## src/rtl/dvi_timing_ctrl.sv

```systemverilog
// DVI raster timing generator: walks the h/v raster, requests pixels from an
// upstream source and re-times de/hsync/vsync/sof to match the returned data.
module dvi_timing_ctrl #(
    parameter int H_ACTIVE = 640,
    parameter int H_FP     = 16,
    parameter int H_SYNC   = 96,
    parameter int H_BP     = 48,
    parameter int V_ACTIVE = 480,
    parameter int V_FP     = 10,
    parameter int V_SYNC   = 2,
    parameter int V_BP     = 33,
    parameter bit HS_POL   = 1'b0,
    parameter bit VS_POL   = 1'b0,
    parameter int PIX_LAT  = 1
) (
    input  logic            clk_i,
    input  logic            rst_i,
    input  logic            en_i,
    output logic            pix_req_o,
    output logic [11:0]     x_o,
    output logic [11:0]     y_o,
    input  logic [2:0][7:0] pixel_i,
    output logic            de_o,
    output logic            hsync_o,
    output logic            vsync_o,
    output logic [2:0][7:0] pixel_o,
    output logic            sof_o
);

    localparam int H_TOTAL = H_ACTIVE + H_FP + H_SYNC + H_BP;
    localparam int V_TOTAL = V_ACTIVE + V_FP + V_SYNC + V_BP;

    if (H_TOTAL > 4096 || V_TOTAL > 4096 || PIX_LAT < 0 || PIX_LAT > 4) begin : g_param_check
        $error("dvi_timing_ctrl: raster totals must be <= 4096 and PIX_LAT within 0..4");
    end

    // Window bounds are 13 bits wide because a bound may equal 4096.
    localparam logic [11:0] H_LAST   = 12'(H_TOTAL - 1);
    localparam logic [11:0] V_LAST   = 12'(V_TOTAL - 1);
    localparam logic [12:0] H_ACT    = 13'(H_ACTIVE);
    localparam logic [12:0] V_ACT    = 13'(V_ACTIVE);
    localparam logic [12:0] HS_START = 13'(H_ACTIVE + H_FP);
    localparam logic [12:0] HS_END   = 13'(H_ACTIVE + H_FP + H_SYNC);
    localparam logic [12:0] VS_START = 13'(V_ACTIVE + V_FP);
    localparam logic [12:0] VS_END   = 13'(V_ACTIVE + V_FP + V_SYNC);

    logic [11:0] h_cnt;
    logic [11:0] v_cnt;
    logic [12:0] h_ext;
    logic [12:0] v_ext;
    logic        hs_raw;
    logic        vs_raw;
    logic        sof_raw;
    logic [3:0]  stage0;
    logic [3:0]  tap;

    assign h_ext = {1'b0, h_cnt};
    assign v_ext = {1'b0, v_cnt};

    // Dropping en_i parks the raster at the origin so a restart begins a fresh frame.
    always_ff @(posedge clk_i) begin
        if (rst_i || !en_i) begin
            h_cnt <= '0;
            v_cnt <= '0;
        end else if (h_cnt == H_LAST) begin
            h_cnt <= '0;
            v_cnt <= (v_cnt == V_LAST) ? 12'd0 : v_cnt + 12'd1;
        end else begin
            h_cnt <= h_cnt + 12'd1;
        end
    end

    always_ff @(posedge clk_i) begin
        if (rst_i) begin
            pix_req_o <= 1'b0;
            x_o       <= '0;
            y_o       <= '0;
            hs_raw    <= 1'b0;
            vs_raw    <= 1'b0;
            sof_raw   <= 1'b0;
        end else begin
            x_o       <= h_cnt;
            y_o       <= v_cnt;
            pix_req_o <= en_i && (h_ext < H_ACT) && (v_ext < V_ACT);
            hs_raw    <= en_i && (h_ext >= HS_START) && (h_ext < HS_END);
            vs_raw    <= en_i && (v_ext >= VS_START) && (v_ext < VS_END);
            sof_raw   <= en_i && (h_cnt == 12'd0) && (v_cnt == 12'd0);
        end
    end

    assign stage0 = {pix_req_o, hs_raw, vs_raw, sof_raw};

    // Timing flags travel through as many stages as the source takes to answer.
    if (PIX_LAT == 0) begin : g_no_delay
        assign tap = stage0;
    end else begin : g_delay
        logic [3:0] dly [PIX_LAT];

        always_ff @(posedge clk_i) begin
            if (rst_i) begin
                for (int i = 0; i < PIX_LAT; i++) begin
                    dly[i] <= '0;
                end
            end else begin
                dly[0] <= stage0;
                for (int i = 1; i < PIX_LAT; i++) begin
                    dly[i] <= dly[i-1];
                end
            end
        end

        assign tap = dly[PIX_LAT-1];
    end

    assign de_o    = tap[3];
    assign hsync_o = tap[2] ~^ HS_POL;
    assign vsync_o = tap[1] ~^ VS_POL;
    assign sof_o   = tap[0];
    assign pixel_o = de_o ? pixel_i : '0;

endmodule

```

## config.mk

```make
export PLATFORM = sky130hd
export DESIGN_NAME = dvi_timing_ctrl
export DESIGN_NICKNAME = d
export VERILOG_FILES = /design/src/rtl/dvi_timing_ctrl.sv
export SDC_FILE = /design/constraint.sdc
export NUM_CORES = 1
export LEC_CHECK = 0
export ABC_CLOCK_PERIOD_IN_PS = 2200
export CAP_MARGIN = 20
export CORE_MARGIN = 2
export CORE_UTILIZATION = 30
export CTS_BUF_LIST = sky130_fd_sc_hd__clkbuf_2 sky130_fd_sc_hd__clkbuf_4 sky130_fd_sc_hd__clkbuf_8
export CTS_CLUSTER_DIAMETER = 120
export DETAILED_ROUTE_END_ITERATION = 10
export MAX_ROUTING_LAYER = met4
export SKIP_CTS_REPAIR_TIMING = 1
export SYNTH_ARGS = -nofsm -noshare
export SYNTH_HDL_FRONTEND = slang
export SYNTH_SLANG_ARGS = --single-unit
```

## constraint.sdc

```tcl
create_clock -name clk_i -period 2.2 [get_ports clk_i]
set_input_delay 0.33 -clock clk_i [delete_from_list [all_inputs] [get_ports clk_i]]
set_output_delay 0.33 -clock clk_i [all_outputs]
set_load 0.02 [all_outputs]
```

==> results.sh <==
export IMPL_status="finished, final reports clean"
export IMPL_async_flop_share_pct=0
export IMPL_worst_pin_slew_ps=483
export IMPL_yosysWarnings=0
export IMPL_drt_wl_total_um=5220
export IMPL_period_share_pct=94.0
export IMPL_p_per_area_nw_per_um2=532
export IMPL_final_core_util_pct=45.3
export IMPL_cts_sinks=56
export IMPL_cts_tree="done"
export IMPL_synth_edf_count=0
export IMPL_hold_viol_final=0
export IMPL_ctsLongestPathBuffers=2
export IMPL_cp_data_arrival_time_ps=2310
export IMPL_crit_family="simple AND/OR/NAND/NOR gates"
export IMPL_coreArea_sq_um=7250
export IMPL_cp_slowest_cell="or4_4"
export IMPL_design_die_area_sq_um=8200
export IMPL_fp_dieH_um=90.6
export IMPL_rr_worst_depth=4
export IMPL_hold_path_class="register to register"
export IMPL_drive_above_1_share_pct=7.98
export IMPL_die_w_um=90.6
export IMPL_drtPass1Iterations=4
export IMPL_finalSetupViolations=0
export IMPL_fin_area_sq_um=3280
export IMPL_ir_drop_v=0.000209
export IMPL_holdPathStages=1
export IMPL_pin_count=80
export IMPL_ys_types=33
export IMPL_rows=31
export IMPL_vias_per_cell=4.58
export IMPL_slowest_delay_ps=600
export IMPL_clk_latency_ps=310
export IMPL_area_growth_pct=46.0
export IMPL_place_gp_congestion=0.860
export IMPL_synth_ff_latch_count=56
export IMPL_fin_skew_ps=10.1
export IMPL_place_inst=417
export IMPL_overflow=0
export IMPL_placed_cell_area_sq_um=3190
export IMPL_synth_most_common_cell="dfxtp_1"
export IMPL_synthCells=243
export IMPL_nNetsFinal=356
export IMPL_cts_made_buffers=5
export IMPL_root_buffer="clkbuf_8"
export IMPL_routedWlPerCell_um=12.3
export IMPL_synth_commonest_cells="dfxtp_1 (56), nor2_1 (27), nor2b_1 (25)"
export IMPL_power_mw=1.75
export IMPL_grt_start_max_net_pins=29
export IMPL_cellLeakagePower_nw=1.18
export IMPL_clk_pin_slew_worst_paths_ps=100
export IMPL_grt_pass1_wl_um=8710
export IMPL_cp_start_kind="register"
export IMPL_drc=0
export IMPL_worst_setup_path_end_kind="register"
export IMPL_rsz0062_at_grt="false"
export IMPL_diodes=0
export IMPL_vias=1948
export IMPL_ant_nets=0
export IMPL_fmax_mhz=484
export IMPL_ys_flop_type="dfxtp_1"
export IMPL_max_cap_viol_count=0
export IMPL_worst_path_buf_inv=0
export IMPL_port_buffers=79
export IMPL_min_period_ps=2070
export IMPL_synth_top_area_cell="dfxtp_1"
export IMPL_synthesis_area_sq_um=2250
export IMPL_seq_area_frac_synth_pct=49.9
export IMPL_cp_depth=4
export IMPL_layout_cells_non_filler=425
export IMPL_htreeDepth=2
export IMPL_critical_path_class="register to register"
export IMPL_synth_area_top_cells="dfxtp_1 (50%), nor2b_1 (7.0%), and2_1 (6.7%)"
export IMPL_synth_avg_cell_area_sq_um=9.25
export IMPL_grt_usage_pct=13.3
export IMPL_crit_required_ps=2450
export IMPL_synth_nets=274
export IMPL_dpl_hpwl_um=3980
export IMPL_synth_top_area_share_pct=49.9
export IMPL_start_util_pct=31.0
export IMPL_antenna_found_initial=0
export IMPL_tns_ps=0
export IMPL_slew_headroom_pct=67.8
export IMPL_critPathMaxFanout=7
export IMPL_cp_cell_sequence="or4_1 > or4_4 > or3_1 > a21oi_2"
export IMPL_fillCellCount=727
export IMPL_grt_pass1_vias=1806
export IMPL_slew_violations=0
export IMPL_drt_iter0_markers=139
## flip-flops by register name (all words and copies together), names as in the netlist
name,cells
x_o,12
y_o,12
v_cnt,12
h_cnt,12
hs_raw,1
pix_req_o,1
g_delay.dly,4
vs_raw,1
sof_raw,1
## path summary, 6_finish.rpt
check / start / to / slack (ps)
setup reg to reg: h_cnt[7] / v_cnt[7] / 130
hold / removal: vs_raw / g_delay.dly[0][1] / 450
setup / recovery: h_cnt[7] / v_cnt[7] / 130
hold reg to reg: vs_raw / g_delay.dly[0][1] / 450
## layer usage
metal,wire length (um),GRT usage [%],up-vias
li1,-,-,976
met1,2270,14.6,878
met2,2430,22.9,87
met3,468,4.26,7
met4,59,4.23,0
met5,0,-,-
## report_power, final
| part | leakage, nW | switching [mW] | internal (mW) |
|---|---|---|---|
| Clock | 0.0493 | 0.328 | 0.253 |
| Sequential | 0.452 | 0.00604 | 1.02 |
| Combinational | 0.682 | 0.0575 | 0.0819 |
## cell usage in the layout, fill, tap and decap left out, drive strengths merged, types with 7 or more instances in the layout
| cell | instances |
|---|---|
| and2 | 24 |
| buf | 11 |
| clkbuf | 7 |
| clkdlybuf4s50 | 79 |
| dfxtp | 56 |
| inv | 9 |
| nand3 | 8 |
| nand4 | 8 |
| nor2 | 27 |
| nor2b | 25 |
| nor4 | 9 |
| xnor2 | 9 |
## cells by family (layout without fill, tap and decap cells)
kind of cell	Yosys count	count (layout)	synth area share [%]
AOI/OAI and AO/OA	13	13	4.06
DFF	56	56	49.9
buffers and inverters	24	107	4.17
and+or+nand+nor	128	128	32.4
xor gates and xnor gates	14	14	5.45
adders and majority gates	4	4	2.23
muxes	4	4	1.78
## cell type report
cell class	instances	area, sq um	area share, %
timing repair buffer	90	873	26.6
clock buffer	7	83.8	2.55
multi-input combinational	163	1040	31.6
sequential	56	1120	34.2
inverter	9	33.8	1.03
tap	99	124	3.77
clock inverter	1	8.76	0.267
## stage by stage
stage | hold slack (ps) | worst slack [ps]
after floorplan | 414 | 52.7
after global placement | 419 | 133
after detailed placement | 431 | 76.2
after CTS | 455 | -0.687
after global routing | 467 | 79.5
final | 450 | 133
(Power assumes the default switching activity.)
